### src/rtl/branch_predictor_if.sv
// branch_predictor_if: IF lookup and ID resolution signals of the branch predictor.
interface branch_predictor_if #(
    parameter int ADDR_W = 16
);
    logic [ADDR_W-1:0] IF_PC;
    logic              predicted_taken;
    logic [ADDR_W-1:0] predicted_target;
    logic [ADDR_W-1:0] ID_PC;
    logic              ID_is_branch;
    logic              ID_actual_taken;
    logic [ADDR_W-1:0] ID_actual_target;
    logic              ID_predicted_taken;
    logic [ADDR_W-1:0] ID_predicted_target;
    logic              IF_ID_stall;
    logic              branch_mispredicted;
    logic              branch_taken;
    logic [15:0]       mispredict_count;

    modport master (
        output IF_PC, ID_PC, ID_is_branch, ID_actual_taken, ID_actual_target,
               ID_predicted_taken, ID_predicted_target, IF_ID_stall,
        input  predicted_taken, predicted_target, branch_mispredicted, branch_taken,
               mispredict_count
    );

    modport slave (
        input  IF_PC, ID_PC, ID_is_branch, ID_actual_taken, ID_actual_target,
               ID_predicted_taken, ID_predicted_target, IF_ID_stall,
        output predicted_taken, predicted_target, branch_mispredicted, branch_taken,
               mispredict_count
    );
endinterface

### src/rtl/branch_predictor.sv
// branch_predictor: direct-mapped 2-bit BHT plus BTB; combinational IF lookup,
// ID-stage mispredict detection and table update.
module branch_predictor #(
    parameter int ADDR_W      = 16,
    parameter int NUM_ENTRIES = 8
) (
    input logic               clk,
    input logic               rst_n,
    branch_predictor_if.slave bus
);
    localparam int IDX_W = $clog2(NUM_ENTRIES);
    localparam int TAG_W = ADDR_W - IDX_W - 1;

    logic [NUM_ENTRIES-1:0] r_valid;
    logic [TAG_W-1:0]       r_tag    [NUM_ENTRIES];
    logic [ADDR_W-1:0]      r_target [NUM_ENTRIES];
    logic [1:0]             r_ctr    [NUM_ENTRIES];
    logic [15:0]            r_mis_cnt;

    logic [IDX_W-1:0] w_if_idx, w_id_idx;
    logic [TAG_W-1:0] w_if_tag, w_id_tag;
    logic [1:0]       w_id_ctr;
    logic             w_if_hit, w_id_hit, w_mis, w_commit, w_taken, w_unused;

    // PC[0] is always zero for 2-byte aligned instructions
    assign w_unused = &{1'b0, bus.IF_PC[0], bus.ID_PC[0]};

    assign w_if_idx = bus.IF_PC[IDX_W:1];
    assign w_if_tag = bus.IF_PC[ADDR_W-1:IDX_W+1];
    assign w_id_idx = bus.ID_PC[IDX_W:1];
    assign w_id_tag = bus.ID_PC[ADDR_W-1:IDX_W+1];
    assign w_id_ctr = r_ctr[w_id_idx];
    assign w_taken  = bus.ID_actual_taken;

    assign w_if_hit = r_valid[w_if_idx] & (r_tag[w_if_idx] == w_if_tag);
    assign w_id_hit = r_valid[w_id_idx] & (r_tag[w_id_idx] == w_id_tag);

    assign w_mis = bus.ID_is_branch &
                   ((bus.ID_predicted_taken != w_taken) |
                    (w_taken & bus.ID_predicted_taken &
                     (bus.ID_predicted_target != bus.ID_actual_target)));
    assign w_commit = bus.ID_is_branch & ~bus.IF_ID_stall;

    assign bus.predicted_taken     = w_if_hit & r_ctr[w_if_idx][1];
    assign bus.predicted_target    = w_if_hit ? r_target[w_if_idx] : '0;
    assign bus.branch_mispredicted = w_mis;
    assign bus.branch_taken        = bus.ID_is_branch & w_taken;
    assign bus.mispredict_count    = r_mis_cnt;

    always_ff @(posedge clk) begin
        if (!rst_n) begin
            r_valid   <= '0;
            r_mis_cnt <= '0;
            for (int i = 0; i < NUM_ENTRIES; i++) begin
                r_tag[i]    <= '0;
                r_target[i] <= '0;
                r_ctr[i]    <= 2'b01;
            end
        end else if (w_commit) begin
            if (w_id_hit) begin
                r_ctr[w_id_idx] <= w_taken ? ((w_id_ctr == 2'b11) ? 2'b11 : w_id_ctr + 2'd1)
                                           : ((w_id_ctr == 2'b00) ? 2'b00 : w_id_ctr - 2'd1);
                if (w_taken) r_target[w_id_idx] <= bus.ID_actual_target;
            end else if (w_taken) begin
                r_valid[w_id_idx]  <= 1'b1;
                r_tag[w_id_idx]    <= w_id_tag;
                r_target[w_id_idx] <= bus.ID_actual_target;
                r_ctr[w_id_idx]    <= 2'b10;
            end
            if (w_mis && r_mis_cnt != 16'hFFFF) r_mis_cnt <= r_mis_cnt + 16'd1;
        end
    end
endmodule
### src/flat_wrapper.sv
// flat-port wrapper written by rule: the top's interface ports become plain ports
module branch_predictor_flat 
#(
    parameter int ADDR_W      = 16,
    parameter int NUM_ENTRIES = 8
)
  (clk, rst_n, bus_IF_PC, bus_ID_PC, bus_ID_is_branch, bus_ID_actual_taken, bus_ID_actual_target, bus_ID_predicted_taken, bus_ID_predicted_target, bus_IF_ID_stall, bus_predicted_taken, bus_predicted_target, bus_branch_mispredicted, bus_branch_taken, bus_mispredict_count);
  branch_predictor_if #(.ADDR_W(ADDR_W)) bus_i ();
  input logic clk;
  input logic rst_n;
  input wire logic [$bits(bus_i.IF_PC)-1:0] bus_IF_PC;
  input wire logic [$bits(bus_i.ID_PC)-1:0] bus_ID_PC;
  input wire logic [$bits(bus_i.ID_is_branch)-1:0] bus_ID_is_branch;
  input wire logic [$bits(bus_i.ID_actual_taken)-1:0] bus_ID_actual_taken;
  input wire logic [$bits(bus_i.ID_actual_target)-1:0] bus_ID_actual_target;
  input wire logic [$bits(bus_i.ID_predicted_taken)-1:0] bus_ID_predicted_taken;
  input wire logic [$bits(bus_i.ID_predicted_target)-1:0] bus_ID_predicted_target;
  input wire logic [$bits(bus_i.IF_ID_stall)-1:0] bus_IF_ID_stall;
  output wire logic [$bits(bus_i.predicted_taken)-1:0] bus_predicted_taken;
  output wire logic [$bits(bus_i.predicted_target)-1:0] bus_predicted_target;
  output wire logic [$bits(bus_i.branch_mispredicted)-1:0] bus_branch_mispredicted;
  output wire logic [$bits(bus_i.branch_taken)-1:0] bus_branch_taken;
  output wire logic [$bits(bus_i.mispredict_count)-1:0] bus_mispredict_count;
  assign bus_i.IF_PC = bus_IF_PC;
  assign bus_i.ID_PC = bus_ID_PC;
  assign bus_i.ID_is_branch = bus_ID_is_branch;
  assign bus_i.ID_actual_taken = bus_ID_actual_taken;
  assign bus_i.ID_actual_target = bus_ID_actual_target;
  assign bus_i.ID_predicted_taken = bus_ID_predicted_taken;
  assign bus_i.ID_predicted_target = bus_ID_predicted_target;
  assign bus_i.IF_ID_stall = bus_IF_ID_stall;
  assign bus_predicted_taken = bus_i.predicted_taken;
  assign bus_predicted_target = bus_i.predicted_target;
  assign bus_branch_mispredicted = bus_i.branch_mispredicted;
  assign bus_branch_taken = bus_i.branch_taken;
  assign bus_mispredict_count = bus_i.mispredict_count;
  branch_predictor #(.ADDR_W(ADDR_W), .NUM_ENTRIES(NUM_ENTRIES)) u_core (.clk(clk), .rst_n(rst_n), .bus(bus_i));
endmodule
### config.mk
export PLATFORM = sky130hd
export DESIGN_NAME = branch_predictor_flat
export DESIGN_NICKNAME = d
export VERILOG_FILES = /design/src/rtl/branch_predictor_if.sv /design/src/rtl/branch_predictor.sv /design/src/flat_wrapper.sv
export SDC_FILE = /design/constraint.sdc
export NUM_CORES = 1
export LEC_CHECK = 0
export BUFFER_PORTS_ARGS = -buffer_cell sky130_fd_sc_hd__buf_2
export CORE_MARGIN = 4
export CORE_UTILIZATION = 30
export DETAILED_ROUTE_END_ITERATION = 8
export PLACE_DENSITY = 0.43
export SLEW_MARGIN = 10
export SYNTH_ARGS = -nofsm -noshare
export SYNTH_HDL_FRONTEND = slang
export SYNTH_SLANG_ARGS = --single-unit
### constraint.sdc
create_clock -name clk -period 4.5 [get_ports clk]
set_clock_uncertainty 0.15 [all_clocks]
set_input_delay 0.9 -clock clk [delete_from_list [all_inputs] [get_ports clk]]
set_output_delay 0.9 -clock clk [all_outputs]
set_load 0.01 [all_outputs]
==> key figures <==
Clock network
  • Clk root buf: clkbuf_16
  • CTS sink cnt: 264
  • Clock latency on the worst-skew pair: 0.55 ns
  • # H-tree levels: 2
  • CTS Buf Count: 34
  • Post-CTS Setup Bufs: 0
  • TritonCTS clock tree: built
  • Worst-path clk slew: 0.05 ns
  • Hold buffers post-CTS: 0
  • Clock Path Buffers: 3

Logic synthesis
  • Syn Nets: 1068
  • Sequential cell area fraction in the yosys report: 56.7%
  • Synth cell types: 53
  • Post-Synthesis Cell Area: 13600 um^2
  • Syn. warnings: 0
  • Primary FF master, synth: edfxtp_1
  • Post-synthesis area per instance: 13.6 um^2
  • #FFs+latches synth: 264
  • Post-synth EDFFs: 240
  • Syn Inst Count: 996
  • Fraction of registers with async set or reset after synthesis: 0%

Timing
  • Final Hold Viols: 0
  • RSZ-0062 raised after global routing: no
  • Max-slew violations: 0
  • Final Setup Violations: 0
  • Slew HR: 49.2%
  • Peak Freq: 233 MHz
  • Final period util: 95.2%
  • Hold_ws: 0.350 ns
  • Slack of the critical path: 0.216 ns
  • Worst slew pin tran: 0.763 ns
  • Min Tclk post-route: 4.28 ns
  • Setup Total Neg Slack: 0 ns

Global route
  • GRT overflow: 0
  • Total GRT Usage: 17.9%
  • First-pass GRT wire length: 63500 um
  • Pin count of the biggest net entering global routing: 69
  • Vias in the first global route: 9245
  • Initial antenna violation count: 1

Power
  • Leakage: 6.44 nW
  • Gate power share: 10.0%
  • Pwr Density: 376 nW/um^2
  • Max IR drop VDD: 265 uV
  • Internal power: 4.61 mW
  • Tot Pwr: 6.10 mW
  • Sequential Power Share: 46.5%
  • Net Sw Frac: 24.4%
  • Switching power: 1.49 mW
  • Clock group share of total power: 43.5%

Route
  • Final ANT Viol Nets: 0
  • Vias: 8941
  • Initial DRC Count: 695
  • # DRC: 0
  • Wire length per cell: 25.0 um
  • First-pass DRT Iterations: 4
  • Vias/cell: 5.14
  • Routed WL: 43400 um

Layout
  • P&R area growth vs syn: 19.7%
  • Share of layout cells above drive strength 1: 27.2%
  • Fill cell count: 4283
  • NumNets Final: 1193
  • Fin area: 16200 um^2

Worst setup path
  • Worst Path Max Fanout: 17
  • RR Endpoint: u_core.r_ctr[5][1]$_SDFFCE_PN0P_
  • Crit path launch type: input port
  • Crit Reg-Reg Startpoint: u_core.r_tag[5][9]$_SDFFCE_PN0P_
  • Worst reg2reg setup slack: 1.07 ns
  • Crit path DAT: 3.23 ns
  • Crit end category: output port
  • Worst Path Required: 3.45 ns
  • Worst Reg-to-Reg Cells: 8
  • Critical path class: input port to output port

Die
  • Core footprint: 44400 um^2
  • Ports: 105
  • Num rows: 77
  • Initial core utilization: 30.5%
  • Die area: 48700 um^2
  • Die width: 221 um
  • Die Height: 221 um

Placement
  • Place WS: -0.0736 ns
  • Port Buf Inserts: 102
  • HPWL Detailed: 26500 um
  • GP Congestion: 0.761
  • Area after DPL: 15200 um^2

Run status
  • Outcome: complete, no violations

Min path
  • Hold_sp: u_core.bus.mispredict_count[7]$_SDFFE_PN0P_
  • Hold Path Sink: u_core.bus.mispredict_count[7]$_SDFFE_PN0P_
  • WHS Path Cells: 2
  • HP Class: flip-flop to flip-flop

Run
  • Max-cap violations: 0
-- cell families after synthesis --
family	Yosys count	synth area share, %
AND/OR/NAND/NOR	369	15.9
flip-flops	264	56.7
multiplexers	141	17.3
AO/OA/AOI/OAI	95	4.69
buffers and inverters	86	2.73
XOR/XNOR	39	2.52
adder cells (fa/ha/maj)	2	0.184
-- worst max path at each step --
| stage | startpoint | end | slack (ns) | depth (start not counted) |
|---|---|---|---|---|
| final | bus_IF_PC[1] | bus_predicted_target[14] | 0.22 | 11 |
| after detailed placement | bus_IF_PC[1] | bus_predicted_target[7] | -0.07 | 11 |
| after CTS | bus_IF_PC[1] | bus_predicted_target[7] | 0.05 | 11 |
| after floorplan | bus_IF_PC[1] | bus_predicted_target[10] | 0.07 | 9 |
| after global placement | bus_IF_PC[1] | bus_predicted_target[13] | -0.04 | 11 |
| after global routing | bus_IF_PC[1] | bus_predicted_target[14] | 0.02 | 11 |
-- what timing repair did --
item | CTS | global route
endpoints found under the setup margin | 17 | 17
pin swaps | 0 | 1
gates resized for setup | 1 | 1
-- synth_stat cells, types with 3 or more instances --
library cell | number | area (um^2)
dfxtp_1 | 24 | 480
a22o_1 | 6 | 52.6
and2_1 | 70 | 438
clkbuf_1 | 59 | 221
a21o_1 | 5 | 37.5
nor2b_1 | 3 | 18.8
and3_1 | 165 | 1030
xnor2_1 | 34 | 298
mux4_2 | 73 | 1640
buf_2 | 11 | 55.1
o21bai_1 | 14 | 105
inv_1 | 6 | 22.5
o21ai_0 | 22 | 110
mux2i_1 | 62 | 621
nor4_1 | 4 | 25.0
nand3_1 | 11 | 55.1
edfxtp_1 | 240 | 7210
and3b_1 | 4 | 35.0
a311oi_1 | 3 | 26.3
a22oi_1 | 12 | 90.1
a31oi_1 | 5 | 31.3
nand2_1 | 30 | 113
nor3_1 | 9 | 45.0
nor2_1 | 37 | 139
nand2b_1 | 4 | 25.0
nand4_1 | 11 | 68.8
nor4_2 | 3 | 37.5
mux2_2 | 5 | 56.3
xor2_1 | 5 | 43.8
a21oi_1 | 12 | 60.1
or3_1 | 10 | 62.6
a21boi_0 | 5 | 37.5
buf_1 | 5 | 18.8
-- layer usage --
layer / track usage (%) / share of wire, % / up-vias
met5: 0 / 0 / -
met4: 4.41 / 1.9 / 0
met2: 29.8 / 48 / 213
met3: 2.54 / 4.3 / 49
met1: 25.0 / 46 / 4547
li1: - / - / 4132
-- power by group through the flow --
stage               sequential (mW)  combinational, mW  clock (mW)
floorplan                      2.87              0.361           0
global placement               2.89              0.622           0
detailed placement             2.89              0.621           0
CTS                            2.84              0.625        2.72
global route                   2.85              0.661        2.82
finish                         2.84              0.613        2.65
-- registers in the layout, indices dropped and copies added, names as in the netlist --
| signal | count |
|---|---|
| u_core.r_target | 128 |
| u_core.r_tag | 96 |
| u_core.bus.mispredict_count | 16 |
| u_core.r_ctr | 16 |
| u_core.r_valid | 8 |
-- placed cells by master (no fill, tap or decap), types with 8 or more instances in the layout --
cell type,synthesis,layout
edfxtp_1,240,240
buf_4,2,56
mux2i_1,62,62
o21ai_0,22,14
mux4_2,73,73
nand2_1,30,30
nand3_1,11,11
clkbuf_1,59,8
nor3_1,9,8
a21oi_1,12,12
a22oi_1,12,12
and3_1,165,165
nand4_1,11,11
dfxtp_1,24,24
buf_12,0,12
or3_1,10,10
buf_2,11,100
xnor2_1,34,34
and2_1,70,70
nor2_1,37,33
clkbuf_16,0,35
o21bai_1,14,14
-- through the flow --
stage	instances	util [%]
after floorplan	996	-
after global placement	1677	34.1
after detailed placement	1677	34.1
after CTS	1738	36.5
after global routing	1739	36.6
final	1740	36.6
-- area by class of cell --
cell class,count,area (um^2),share of cell area [%]
antenna,2,5.00,0.0308
clock buffer,43,906,5.58
clock inverter,18,161,0.994
inverter,6,22.5,0.139
multi-input combinational,646,5550,34.1
sequential,264,7690,47.3
tap,592,741,4.56
timing repair buffer,169,1170,7.22
-- worst max-delay path: stages --
cell and delay (ns):
buf_6 0.17, buf_12 0.19, mux4_2 0.52, mux2i_1 0.18
xnor2_1 0.10, nor4_2 0.35, buf_4 0.17, nand4_1 0.14
buf_12 0.21, nor2_1 0.13, buf_2 0.15
Power figures use the tool's default switching activity.
